`config.mk`:
```
export PLATFORM = sky130hd
export DESIGN_NAME = mem_stage
export DESIGN_NICKNAME = d
export VERILOG_FILES = /design/src/rtl/mem_stage.sv
export SDC_FILE = /design/constraint.sdc
export NUM_CORES = 1
export LEC_CHECK = 0
export ABC_AREA = 1
export CAP_MARGIN = 20
export CORE_MARGIN = 2
export CORE_UTILIZATION = 42
export CTS_BUF_LIST = sky130_fd_sc_hd__clkbuf_8 sky130_fd_sc_hd__clkbuf_16
export DETAILED_ROUTE_END_ITERATION = 16
export HOLD_SLACK_MARGIN = 0.03
export PLACE_DENSITY = 0.81
export SLEW_MARGIN = 20
export SYNTH_ARGS = -nofsm -noshare
export SYNTH_HDL_FRONTEND = slang
export SYNTH_SLANG_ARGS = --single-unit
```
`constraint.sdc`:
```
create_clock -name clk -period 2.3 [get_ports clk]
set_input_delay 0.345 -clock clk [delete_from_list [all_inputs] [get_ports clk]]
set_output_delay 0.345 -clock clk [all_outputs]
set_load 0.01 [all_outputs]
```
`src/rtl/mem_stage.sv`:
```
// Memory stage: issues loads/stores over a req/ack data-memory handshake and
// registers results, load data and exception flags into the MEM latch.
module mem_stage #(
  parameter int DBITS   = 32,
  parameter int REGBITS = 5,
  parameter int TIMEOUT = 64
) (
  input  logic               clk,
  input  logic               reset,
  input  logic               in_valid,
  input  logic [DBITS-1:0]   in_pc,
  input  logic [3:0]         in_memop,
  input  logic [DBITS-1:0]   in_result,
  input  logic [DBITS-1:0]   in_sdata,
  input  logic               in_wr_reg,
  input  logic [REGBITS-1:0] in_rd,
  output logic               stall_out,
  output logic               hz_valid,
  output logic               hz_is_load,
  output logic [REGBITS-1:0] hz_rd,
  output logic               dmem_req,
  output logic               dmem_we,
  output logic [DBITS-3:0]   dmem_addr,
  output logic [3:0]         dmem_be,
  output logic [DBITS-1:0]   dmem_wdata,
  input  logic               dmem_ack,
  input  logic [DBITS-1:0]   dmem_rdata,
  output logic               out_valid,
  output logic [DBITS-1:0]   out_pc,
  output logic               out_wr_reg,
  output logic [REGBITS-1:0] out_rd,
  output logic [DBITS-1:0]   out_wdata,
  output logic               out_misaligned,
  output logic               bus_fault,
  output logic [31:0]        stall_cycles
);
  localparam int CW = $clog2(TIMEOUT + 1);

  typedef enum logic [1:0] {IDLE, WAIT, FAULT} state_t;

  state_t             state_reg;
  logic [CW-1:0]      wait_cnt_reg;
  logic [31:0]        stall_cycles_reg;
  logic               out_valid_reg, out_wr_reg_reg, out_misaligned_reg;
  logic [DBITS-1:0]   out_pc_reg, out_wdata_reg;
  logic [REGBITS-1:0] out_rd_reg;

  logic [1:0]       off;
  logic             is_load, is_store, is_mem, is_byte, is_half, is_word;
  logic             aligned, issuable, capture;
  logic [DBITS-1:0] shifted, load_data;

  assign off      = in_result[1:0];
  assign is_load  = (in_memop >= 4'd1) && (in_memop <= 4'd5);
  assign is_store = (in_memop >= 4'd6) && (in_memop <= 4'd8);
  assign is_mem   = is_load || is_store;
  assign is_byte  = (in_memop == 4'd1) || (in_memop == 4'd4) || (in_memop == 4'd6);
  assign is_half  = (in_memop == 4'd2) || (in_memop == 4'd5) || (in_memop == 4'd7);
  assign is_word  = (in_memop == 4'd3) || (in_memop == 4'd8);
  assign aligned  = is_half ? !off[0] : (is_word ? (off == 2'b00) : 1'b1);
  assign issuable = in_valid && is_mem && aligned;

  // WAIT keeps requesting without re-qualifying: upstream holds in_* stable.
  assign dmem_req  = !reset && ((state_reg == IDLE && issuable) || state_reg == WAIT);
  assign stall_out = !reset && ((state_reg == FAULT) || (dmem_req && !dmem_ack));
  assign capture   = (state_reg != FAULT) && !stall_out;

  assign hz_valid   = in_valid && in_wr_reg;
  assign hz_is_load = is_load;
  assign hz_rd      = in_rd;

  assign dmem_we   = is_store;
  assign dmem_addr = in_result[DBITS-1:2];

  always_comb begin
    dmem_be = 4'b1111;
    if (is_store && is_byte)
      dmem_be = 4'b0001 << off;
    else if (is_store && is_half)
      dmem_be = 4'b0011 << off;
  end

  // Replicate the store byte/halfword across all lanes; byte enables pick the live one.
  genvar gi;
  generate
    for (gi = 0; gi < 4; gi++) begin : g_lane
      assign dmem_wdata[8*gi +: 8] = is_byte ? in_sdata[7:0] :
                                     is_half ? in_sdata[8*(gi%2) +: 8] :
                                               in_sdata[8*gi +: 8];
    end
  endgenerate

  // Aligned accesses make a byte-offset shift also select the right halfword.
  assign shifted = dmem_rdata >> {off, 3'b000};

  always_comb begin
    load_data = dmem_rdata;
    case (in_memop)
      4'd1:    load_data = {{(DBITS-8){shifted[7]}}, shifted[7:0]};
      4'd2:    load_data = {{(DBITS-16){shifted[15]}}, shifted[15:0]};
      4'd4:    load_data = {{(DBITS-8){1'b0}}, shifted[7:0]};
      4'd5:    load_data = {{(DBITS-16){1'b0}}, shifted[15:0]};
      default: load_data = dmem_rdata;
    endcase
  end

  always_ff @(posedge clk) begin
    if (reset) begin
      state_reg          <= IDLE;
      wait_cnt_reg       <= '0;
      stall_cycles_reg   <= '0;
      out_valid_reg      <= 1'b0;
      out_pc_reg         <= '0;
      out_wr_reg_reg     <= 1'b0;
      out_rd_reg         <= '0;
      out_wdata_reg      <= '0;
      out_misaligned_reg <= 1'b0;
    end else begin
      if (stall_out && stall_cycles_reg != 32'hFFFF_FFFF)
        stall_cycles_reg <= stall_cycles_reg + 32'd1;

      case (state_reg)
        IDLE: begin
          if (issuable && !dmem_ack) begin
            state_reg    <= WAIT;
            wait_cnt_reg <= CW'(1);
          end
        end
        WAIT: begin
          if (dmem_ack) begin
            state_reg <= IDLE;
          end else if (wait_cnt_reg == CW'(TIMEOUT)) begin
            state_reg     <= FAULT;
            out_valid_reg <= 1'b0;
          end else begin
            wait_cnt_reg <= wait_cnt_reg + CW'(1);
          end
        end
        default: ;
      endcase

      if (capture) begin
        out_valid_reg      <= in_valid;
        out_pc_reg         <= in_pc;
        out_rd_reg         <= in_rd;
        out_wr_reg_reg     <= in_valid && in_wr_reg && !is_store && !(is_mem && !aligned);
        out_misaligned_reg <= in_valid && is_mem && !aligned;
        out_wdata_reg      <= (in_valid && is_load && aligned) ? load_data : in_result;
      end
    end
  end

  assign out_valid      = out_valid_reg;
  assign out_pc         = out_pc_reg;
  assign out_wr_reg     = out_wr_reg_reg;
  assign out_rd         = out_rd_reg;
  assign out_wdata      = out_wdata_reg;
  assign out_misaligned = out_misaligned_reg;
  assign bus_fault      = (state_reg == FAULT);
  assign stall_cycles   = stall_cycles_reg;
endmodule

```
==> impl_metrics.yaml <==
hold_path:
  hp-start: "out_wdata[31]"
  hold_depth: 2
  hp-class: "reg2reg"
  whs_endpoint: "out_wdata[31]"
synthesis:
  synthArstFlopShare_pct: 0
  synth_top_area_share_pct: 32.5
  syn_nets: 1245
  synthTopCellsByCount: "nand2_1 (369), dfxtp_1 (113), nand3_1 (81), inv_1 (78), nor2_1 (70)"
  synthSimpleGateAreaFrac_pct: 36.7
  synth_compound_area_share_pct: 11.8
  yosys_warnings: 0
  syn_inst: 1096
  syn_area_um2: 6960
  synthMuxAreaShare_pct: 0.144
  postSynthRegisterBits: 113
  avgSynthCellArea_um2: 6.35
  synth_ff_type: "dfxtp_1"
  synth_enable_flop_cells: 0
  yosys.area.top_type: "dfxtp_1"
  synth_adder_area_share_pct: 1.26
  synth_top_family_by_area: "simple AND/OR/NAND/NOR gates"
  yosysSeqAreaShare_pct: 32.5
  ys_top_cells_by_area: "dfxtp_1 (33%), nand2_1 (20%), nand3_1 (5.8%)"
  synthDistinctLibCells: 35
  synth.most_common_cell: "nand2_1"
  synthXorXnorAreaFrac_pct: 4.28
global_route:
  grt_pass1_vias: 7895
  grt_pass1_wl_um: 41500
  grt_max_degree: 74
  grt_usage_pct: 29.5
  grt-ovfl-total: 0
  antenna_found_initial: 0
worst_setup_path:
  critPathMaxFanout: 4
  cpLargestDelayFamily: "simple AND/OR/NAND/NOR gates"
  worstSetupEndpointType: "output pin"
  crit_path_start_kind: "input port"
  cp.required_ns: 1.96
  crit_chain: "dlygate4sd2_1 > nor2_1 > nand3_1 > nand3_2 > nand3_1 > or2_4 > a21oi_2 > clkdlybuf4s15_2"
  critical-path-max-stage-delay_ns: 0.29
  worstReg2RegStart: "stall_cycles[0]"
  r2r_cells: 8
  rrSetupSlack_ns: 0.29
  critical_path.most_common_cell: "nand3_1"
  setup.worst_path.class: "in2out"
  r2r-end: "stall_cycles[24]"
  worst_ep_arrival_time_ns: 1.86
  worstPathBufferInverterCount: 2
  slowest_stage: "dlygate4sd2_1"
timing:
  setup_violations: 0
  clock.fmax_mhz: 453
  worst_pin_slew_ns: 0.548
  min_period_ns: 2.21
  rsz0062_at_grt: "false"
  finalHoldViolCount: 0
  hold_ws_ns: 0.445
  post-route-period-util_pct: 95.9
  setup_slack_ns: 0.0948
  slew_headroom_pct: 63.5
  drv_slew: 0
  finClkSkew_ns: 0.0112
floorplanning:
  core_area_um2: 16400
  die_h_um: 133
  die-width_um: 133
  pin_count: 323
  core.rowCount: 47
  design.die.area_um2: 17600
  start_util_pct: 42.4
finish:
  syn_to_final_growth_pct: 59.3
  n_fill_cell: 1438
  drive_gt1_share_pct: 10.1
  n_antenna_cell: 0
  nNetsFinal: 1555
  design_area_um2: 11100
  post-route-util_pct: 67.6
pwr:
  p_per_area_nw_per_um2: 565
  p_leak_nw: 4.78
  p_total_w: 0.00626
  irDropWorstVdd_v: 0.000433
clock_network:
  path_clk_slew_ns: 0.05
  htreeDepth: 4
  cts_buffers: 17
  clock_latency_ns: 0.42
  cts-root-buf: "clkbuf_16"
  tritoncts: "done"
  clk_path_buf_depth: 2
  postCtsHoldBufs: 0
  cts_num_sinks: 113
routing:
  drt-total-wl_um: 26200
  wire_per_inst_um: 16.0
  ant_nets: 0
  vias_per_cell: 5.13
  vias: 8415
  dr.first_iter.drc_count: 690
  drt_first_pass_iters: 5
  route.detailed.drc: 0
placement:
  place_congestion: 0.987
  dpl_worst_slack_ns: -0.585
  dpl-instance-area_um2: 10400
  hpwl_um: 20200
  port_buffers: 322
outcome:
  status: "finished clean"
flow_run:
  maxCapViolCount: 0
## what timing repair did
action                                  in CTS  in global routing
pin swaps                                    1                  0
buffers inserted                             3                  2
endpoints found under the setup margin     122                 94
gates resized for setup                     54                 18
## worst min-delay path: stages, from the launching register on
cell and delay, ns:
dfxtp_1 0.32, nand2_1 0.05, nand2_1 0.04
## power by group
part / total (W) / internal (W) / switching (W)
registers: 0.00212 / 0.00206 / 0.0000573
clock network: 0.00279 / 0.00178 / 0.00101
logic: 0.00136 / 0.000713 / 0.000645
total: 0.00626 / 0.00455 / 0.00171
## stage by stage
step / cells / TNS [ns]
floorplan: 1096 / 0
finish: 1639 / 0
global placement: 1602 / -54.92
detailed placement: 1602 / -62.28
global route: 1639 / 0
CTS: 1637 / 0
## cell type report
| class | count | area (um2) | share of cell area [%] |
|---|---|---|---|
| inverters | 85 | 323 | 2.91 |
| well taps | 220 | 275 | 2.48 |
| repair buffers | 393 | 3780 | 34.1 |
| clock inverters | 13 | 174 | 1.57 |
| multi-input cells | 796 | 3820 | 34.4 |
| flip-flops and latches | 113 | 2260 | 20.4 |
| clock buffers | 19 | 453 | 4.09 |
## worst max-delay path by stage
stage | start | end | slack (ns) | depth (start not counted)
6_report | in_memop[1] | dmem_req | 0.09 | 8
5_1_grt | in_memop[0] | dmem_wdata[29] | 0.01 | 11
4_1_cts | in_result[0] | dmem_req | 0.02 | 9
3_5_place_dp | in_memop[0] | dmem_wdata[22] | -0.59 | 10
3_3_place_gp | in_memop[0] | dmem_req | -0.50 | 8
2_1_floorplan | in_result[1] | stall_out | 0.1 | 13
## placed cells by master, fill, tap and decap left out, types with 21 or more instances in the layout
| master | instances |
|---|---|
| dlygate4sd2_1 | 21 |
| inv_1 | 75 |
| nor2_1 | 68 |
| a21oi_1 | 58 |
| nand3_1 | 80 |
| dfxtp_1 | 113 |
| nand4_1 | 47 |
| o21ai_0 | 67 |
| xor2_1 | 26 |
| buf_4 | 65 |
| clkdlybuf4s50_1 | 289 |
| nand2_1 | 369 |
## cell families (layout without fill, tap and decap cells)
kind of cell / count (synthesis) / count (layout)
flops: 113 / 113
xor+xnor: 34 / 34
mux: 1 / 1
buf+inv: 187 / 510
fa+ha+maj: 7 / 7
simple gates: 600 / 600
compound gates: 154 / 154
## metal layers
metal / vias to the layer above / GRT usage, % / part of all wire [%]
met5: - / 0 / 0
met4: 0 / 11.0 / 2.8
met3: 61 / 5.36 / 6.4
met2: 375 / 50.2 / 49
met1: 3825 / 37.2 / 42
li1: 4154 / - / -
No activity file was read; power rests on OpenSTA's default activity.
